[src/rtl/bi_shift_ctrl.sv]
// Command sequencer for a bidirectional WIDTH-bit shift register: runs LOAD,
// ROTATE or CLEAR as a burst of shift-enable cycles and collects the shifted-out bits.
module bi_shift_ctrl #(
  parameter int WIDTH = 4,
  parameter int CW    = $clog2(WIDTH+1)+1
) (
  input  logic             clk,
  input  logic             reset,
  input  logic             start,
  input  logic [1:0]       mode,
  input  logic             dir_in,
  input  logic [CW-1:0]    nshift,
  input  logic [WIDTH-1:0] tx_data,
  output logic             ready,
  output logic             busy,
  output logic             done,
  output logic             err,
  output logic [WIDTH-1:0] rx_data,
  output logic             sr_en,
  output logic             sr_sin,
  output logic             sr_dir,
  input  logic             sr_sout
);

  typedef enum logic [1:0] {
    ST_IDLE  = 2'b00,
    ST_SHIFT = 2'b01,
    ST_DONE  = 2'b10
  } state_t;

  localparam logic [1:0]    MODE_LOAD   = 2'b00;
  localparam logic [1:0]    MODE_ROTATE = 2'b01;
  localparam logic [1:0]    MODE_ILL    = 2'b11;
  localparam logic [CW-1:0] N_FULL      = CW'(WIDTH);

  state_t           state_reg;
  logic [1:0]       mode_reg;
  logic             dir_reg;
  logic [WIDTH-1:0] tx_reg;
  logic [CW-1:0]    n_reg;
  logic [CW-1:0]    cnt_reg;
  logic [WIDTH-1:0] rx_reg;
  logic             done_reg;
  logic             err_reg;

  logic [CW-1:0]    n_next;
  logic [WIDTH-1:0] tx_rev;
  logic [WIDTH-1:0] cnt_sel;
  logic             load_bit;
  logic             sr_sin_next;

  // Shift count for the incoming command; ROTATE is clamped to one full turn.
  always_comb begin
    n_next = N_FULL;
    if (mode == MODE_ROTATE)
      n_next = (nshift > N_FULL) ? N_FULL : nshift;
  end

  // Right shifts feed tx LSB first, left shifts MSB first: a one-hot of the
  // step counter picks the bit from tx or its bit-reversed copy.
  generate
    for (genvar gi = 0; gi < WIDTH; gi++) begin : g_bitsel
      assign tx_rev[gi]  = tx_reg[WIDTH-1-gi];
      assign cnt_sel[gi] = (cnt_reg == CW'(gi));
    end
  endgenerate

  assign load_bit = |(cnt_sel & (dir_reg ? tx_reg : tx_rev));

  always_comb begin
    sr_sin_next = 1'b0;
    if (state_reg == ST_SHIFT) begin
      case (mode_reg)
        MODE_LOAD:   sr_sin_next = load_bit;
        MODE_ROTATE: sr_sin_next = sr_sout;
        default:     sr_sin_next = 1'b0;
      endcase
    end
  end

  always_ff @(posedge clk) begin
    if (!reset) begin
      state_reg <= ST_IDLE;
      mode_reg  <= MODE_LOAD;
      dir_reg   <= 1'b0;
      tx_reg    <= '0;
      n_reg     <= '0;
      cnt_reg   <= '0;
      rx_reg    <= '0;
      done_reg  <= 1'b0;
      err_reg   <= 1'b0;
    end else begin
      done_reg <= 1'b0;
      err_reg  <= 1'b0;
      case (state_reg)
        ST_IDLE: begin
          if (start) begin
            if (mode == MODE_ILL) begin
              err_reg <= 1'b1;
            end else begin
              mode_reg <= mode;
              dir_reg  <= dir_in;
              tx_reg   <= tx_data;
              n_reg    <= n_next;
              cnt_reg  <= '0;
              rx_reg   <= '0;
              if (n_next != '0) begin
                state_reg <= ST_SHIFT;
              end else begin
                state_reg <= ST_DONE;
                done_reg  <= 1'b1;
              end
            end
          end
        end
        ST_SHIFT: begin
          // Collect the bit leaving the register at the same edge it shifts.
          if (dir_reg)
            rx_reg <= {sr_sout, rx_reg[WIDTH-1:1]};
          else
            rx_reg <= {rx_reg[WIDTH-2:0], sr_sout};
          cnt_reg <= cnt_reg + CW'(1);
          if (cnt_reg == n_reg - CW'(1)) begin
            state_reg <= ST_DONE;
            done_reg  <= 1'b1;
          end
        end
        ST_DONE: begin
          state_reg <= ST_IDLE;
        end
        default: begin
          state_reg <= ST_IDLE;
        end
      endcase
    end
  end

  assign ready   = (state_reg == ST_IDLE);
  assign busy    = (state_reg == ST_SHIFT) || (state_reg == ST_DONE);
  assign done    = done_reg;
  assign err     = err_reg;
  assign rx_data = rx_reg;
  assign sr_en   = (state_reg == ST_SHIFT);
  assign sr_sin  = sr_sin_next;
  assign sr_dir  = dir_reg;

endmodule

[config.mk]
export PLATFORM = sky130hd
export DESIGN_NAME = bi_shift_ctrl
export DESIGN_NICKNAME = d
export VERILOG_FILES = /design/src/rtl/bi_shift_ctrl.sv
export SDC_FILE = /design/constraint.sdc
export NUM_CORES = 1
export LEC_CHECK = 0
export CORE_MARGIN = 3
export CORE_UTILIZATION = 35
export CTS_CLUSTER_DIAMETER = 80
export DETAILED_ROUTE_END_ITERATION = 10
export GPL_ROUTABILITY_DRIVEN = 0
export PLACE_DENSITY = 0.62
export SETUP_SLACK_MARGIN = 0.3
export SYNTH_ARGS = -nofsm -noshare
export SYNTH_HDL_FRONTEND = slang
export SYNTH_SLANG_ARGS = --single-unit
[constraint.sdc]
create_clock -name clk -period 4.4 [get_ports clk]
set_clock_uncertainty 0.2 [all_clocks]
set_input_delay 0.88 -clock clk [delete_from_list [all_inputs] [get_ports clk]]
set_output_delay 0.88 -clock clk [all_outputs]
set_load 0.005 [all_outputs]
==> results_dict.tcl, run 1 <==
set metrics [dict create \
    status "finished clean" \
    vias_per_cell 5.35 \
    cap_violations 0 \
    placed_cells 206 \
    clock_latency_ns 0.30 \
    final_cells 210 \
    ir_worst_vdd_mv 0.168 \
    syn-num-nets 164 \
    synth_flop_cell "dfxtp_1" \
    powerDensity_nw_per_um2 313 \
    power.total_mw 0.476 \
    critPathLaunchType "primary input" \
    postRouteAntennaNets 0 \
    fill_cells 324 \
    power.leakage_nw 0.520 \
    post_dp_cell_area_um2 1490 \
    cts_sinks 23 \
    syn_to_final_growth_pct 26.0 \
    synth-seq-cells 23 \
    n_antenna_cell 0 \
    final_common_cell "clkdlybuf4s50_1" \
    relSlewSlack 0.613 \
    synth_area_per_cell_um2 8.49 \
    drt-pass1-iter-count 4 \
    power_switching_mw 0.154 \
    finalInstanceArea_um2 1520 \
    layout.nets 189 \
    p_sw_frac 0.323 \
    cts_tree "built" \
    period_needed_ns 3.23 \
    clkTransAtPathRegs_ns 0.13 \
    cp.required_ns 3.32 \
    r2r_setup_slack_ns 2.16 \
    min_period_over_period 0.734 \
    coreArea_um2 3180 \
    post-cts-setup-buffers 0 \
    dieArea_um2 4190 \
    post_synth_num_cell_types 32 \
    grt_max_degree 19 \
    synth_area_um2 1210 \
    path_class "in2out" \
    drc 0 \
    p_seq_frac 0.495 \
    grt_pass1_vias 994 \
    drt_iter0_markers 53 \
    wl_per_cell_um 12.9 \
    finalSetupViolations 0 \
    p_clk_frac 0.200 \
    totalWireLength_um 2710 \
    cts_hold_repair.buffers 0 \
    numCtsBuffers 3 \
    ios 26 \
    die_y_um 64.7 \
    die_w_um 64.7 \
    path_max_fanout 3 \
    syn_inst 142 \
    portBuffers 25 \
    dp_hpwl_um 2060 \
    tns_ns 0 \
    layout_common_cells "25 x clkdlybuf4s50_1, 23 x dfxtp_1, 16 x nand2_1, 15 x nor2_1, 11 x a21oi_1" \
    crit_arrival_ns 2.15 \
    fmax_mhz 309 \
    synth-seq-area-share 0.382 \
    cts_root_buf "clkbuf_4" \
    synth_edf_count 0 \
    grt_use_total 0.136 \
    num_rows 20 \
    finalHoldViolCount 0 \
    start_util 0.380 \
    rsz0062_at_grt "no" \
    drive_gt1_frac 0.0542 \
    cts_resized 0 \
    yosys_warnings 0 \
    comb_power_share 0.305 \
    async_flop_share 0 \
    clk_path_buf_depth 2 \
    intPower_mw 0.322 \
    vias 1123 \
    hold_class "reg2reg" \
    drv_slew 0 \
    antenna_found_initial 0 \
    worst_pin_slew_ns 0.580 \
    endpoint_kind "primary output" \
    grt_pass1_wl_um 4450 \
    h-tree-depth 1 \
    grt_remaining_overflow 0 \
]
## metal layers
metal | track usage | vias up | routed length [um]
met3 | 0.0399 | 4 | 136
met2 | 0.209 | 31 | 1240
met5 | 0 | - | 0
met4 | 0.0528 | 0 | 36
met1 | 0.178 | 526 | 1300
li1 | - | 562 | -
## metrics by stage
stage	setup slack [ns]	hold slack [ns]	util
after floorplan	2.13	0.249	-
after global placement	1.22	0.270	0.470
after detailed placement	1.17	0.279	0.470
after CTS	1.18	0.297	0.478
after global routing	0.989	0.312	0.478
final	1.17	0.294	0.478
## cell families (layout without fill, tap and decap cells)
| kind of cell | after synthesis | count (layout) | share of synthesized area |
|---|---|---|---|
| fa+ha+maj | 7 | 7 | 0.0726 |
| mux | 4 | 4 | 0.0353 |
| buf+inv | 14 | 38 | 0.0436 |
| xor+xnor | 7 | 7 | 0.0633 |
| compound gates | 36 | 36 | 0.207 |
| flops | 23 | 23 | 0.382 |
| simple gates | 51 | 51 | 0.196 |
## Yosys cell counts (all sizes together), types with 2 or more instances
cell type	n	area (um^2)
a211oi	4	30.0
a22oi	6	45.0
nand2	16	60.1
mux2	2	22.5
nand3	7	35.0
dfxtp	23	460
ha	7	87.6
xnor2	5	43.8
clkbuf	5	18.8
nor3	8	40.0
a32oi	4	35.0
mux2i	2	20.0
inv	8	30.0
a21oi	11	55.1
nor2	15	56.3
o21ai	3	15.0
## cell type report
type | instances | area (um^2) | area share
repair buffers | 25 | 250 | 0.165
inverters | 9 | 33.8 | 0.0222
multi-input cells | 105 | 693 | 0.456
flip-flops and latches | 23 | 460 | 0.303
clock inverters | 1 | 5.00 | 0.00329
well taps | 44 | 55.1 | 0.0362
clock buffers | 3 | 22.5 | 0.0148
## critical path, cell delays in order
cell and delay, ns:
clkdlybuf4s50_1 0.50, a32oi_1 0.06, nor3_1 0.17, clkdlybuf4s50_1 0.54
## power groups by stage
stage | clock (mW) | sequential [mW] | combinational (mW)
global route | 0.112 | 0.238 | 0.163
detailed placement | 0 | 0.241 | 0.143
finish | 0.0950 | 0.236 | 0.145
CTS | 0.0982 | 0.236 | 0.145
floorplan | 0 | 0.235 | 0.0924
global placement | 0 | 0.240 | 0.143
## worst paths after layout
kind	from	endpoint	cells after the start
worst max register to register	state_reg[0]	state_reg[0]	6
worst max-delay path	sr_sout	sr_sin	4
worst min register to register	tx_reg[1]	tx_reg[1]	2
worst min-delay path	tx_reg[1]	tx_reg[1]	2
Note: power is estimated with default switching activity, not from simulation.
==> run 2, diff against run 1 <==
Settings changed: PLACE_DENSITY 0.62 to 0.64.
Clock period 4.4 ns to 2.73 ns, I/O delays scaled along.
==> results_dict.tcl, run 2 (synthesis gave the netlist of run 1 again) <==
set metrics [dict create \
    num_rows 20 \
    path_cells "inv_2, ha_2, a22oi_2, nand3_1, a32oi_1, nor3_2, clkbuf_2" \
    drt_iter0_markers 73 \
    path_class "reg2out" \
    cts_tree "built" \
    intPower_mw 0.541 \
    critical_path_buf_inv_count 2 \
    syn_to_final_growth_pct 34.5 \
    layout.nets 195 \
    finalHoldViolCount 0 \
    ir_worst_vdd_mv 0.238 \
    cap_violations 0 \
    ios 26 \
    rsz0062_at_grt "yes" \
    cts_root_buf "clkbuf_4" \
    vias_per_cell 5.38 \
    r2r_setup_slack_ns 0.80 \
    p_seq_frac 0.471 \
    min_period_over_period 0.856 \
    n_antenna_cell 0 \
    coreArea_um2 3180 \
    portBuffers 25 \
    layout_common_cells "23 x clkdlybuf4s50_1, 20 x dfxtp_1, 16 x nand2_1, 15 x nor2_1, 11 x a21oi_1" \
    dp_hpwl_um 2330 \
    drv_slew 0 \
    grt_max_degree 19 \
    drc 0 \
    final_common_cell "clkdlybuf4s50_1" \
    numCtsBuffers 3 \
    grt_pass1_wl_um 5090 \
    finalSetupViolations 0 \
    hold_class "reg2reg" \
    die_w_um 64.7 \
    cp_slowest_cell "dfxtp_4" \
    power.leakage_nw 0.568 \
    antenna_found_initial 0 \
    cp.required_ns 1.98 \
    grt_pass1_vias 1076 \
    clock_latency_ns 0.31 \
    p_sw_frac 0.334 \
    timing.final.ws_setup_ns 0.394 \
    tns_ns 0 \
    slowest_delay_ns 0.40 \
    start_util 0.380 \
    totalWireLength_um 3090 \
    path_max_fanout 4 \
    p_clk_frac 0.198 \
    grt_use_total 0.155 \
    grt_remaining_overflow 0 \
    clk_path_buf_depth 2 \
    crit_arrival_ns 1.59 \
    h-tree-depth 1 \
    period_needed_ns 2.34 \
    drive_gt1_frac 0.180 \
    wl_per_cell_um 14.3 \
    pre_cts_ws_ns 0.174 \
    drt-pass1-iter-count 4 \
    postRouteAntennaNets 0 \
    status "finished clean" \
    cts_sinks 23 \
    worst_pin_slew_ns 0.518 \
    clkTransAtPathRegs_ns 0.13 \
    endpoint_kind "primary output" \
    powerDensity_nw_per_um2 501 \
    fmax_mhz 428 \
    power_switching_mw 0.271 \
    critPathLaunchType "flip-flop" \
    dieArea_um2 4190 \
    comb_power_share 0.331 \
    relSlewSlack 0.653 \
    cp_top_family "flip-flops" \
    die_y_um 64.7 \
    vias 1163 \
]
## run 2: through the flow
stage	cells	total power [mW]	hold slack [ns]	utilization	cell area (um^2)
after global placement	211	0.638	0.267	0.481	1530
after CTS	216	0.810	0.305	0.505	1610
after detailed placement	211	0.645	0.278	0.481	1530
final	216	0.813	0.310	0.511	1620
after floorplan	142	0.528	0.249	-	1210
after global routing	216	0.869	0.316	0.511	1620
## run 2: metal layers
metal | vias to the layer above | global-route usage | routed length (um)
met5 | - | 0 | 0
li1 | 571 | - | -
met1 | 549 | 0.189 | 1350
met4 | 0 | 0.0580 | 29
met3 | 4 | 0.0451 | 159
met2 | 39 | 0.255 | 1550
## run 2: layout make-up
cell class	count	area [um^2]
Multi-Input combinational cell	105	741
Timing Repair Buffer	31	297
Sequential cell	23	469
Tap cell	44	55.1
Inverter	9	33.8
Fill cell	307	1560
Clock buffer	3	22.5
Clock inverter	1	5.00
## run 2: final timing paths
path	startpoint	to	cells past startpoint
worst max register to register	n_reg[0]	state_reg[1]	6
worst min-delay path	n_reg[3]	n_reg[3]	1
worst min register to register	n_reg[3]	n_reg[3]	1
worst max-delay path	cnt_reg[1]	sr_sin	7
## run 2: repair_timing
action	4_1_cts	5_1_grt
hold buffers	0	0
resized for setup	15	8
endpoints found under the setup margin	1	3
pin swaps	5	1
setup buffers	1	0
## run 2: power by group through the flow
stage,Sequential [mW],Clock (mW),Combinational [mW]
after floorplan,0.379,0,0.149
after global placement,0.386,0,0.252
after detailed placement,0.387,0,0.258
after CTS,0.381,0.164,0.265
after global routing,0.386,0.185,0.298
final,0.382,0.161,0.269
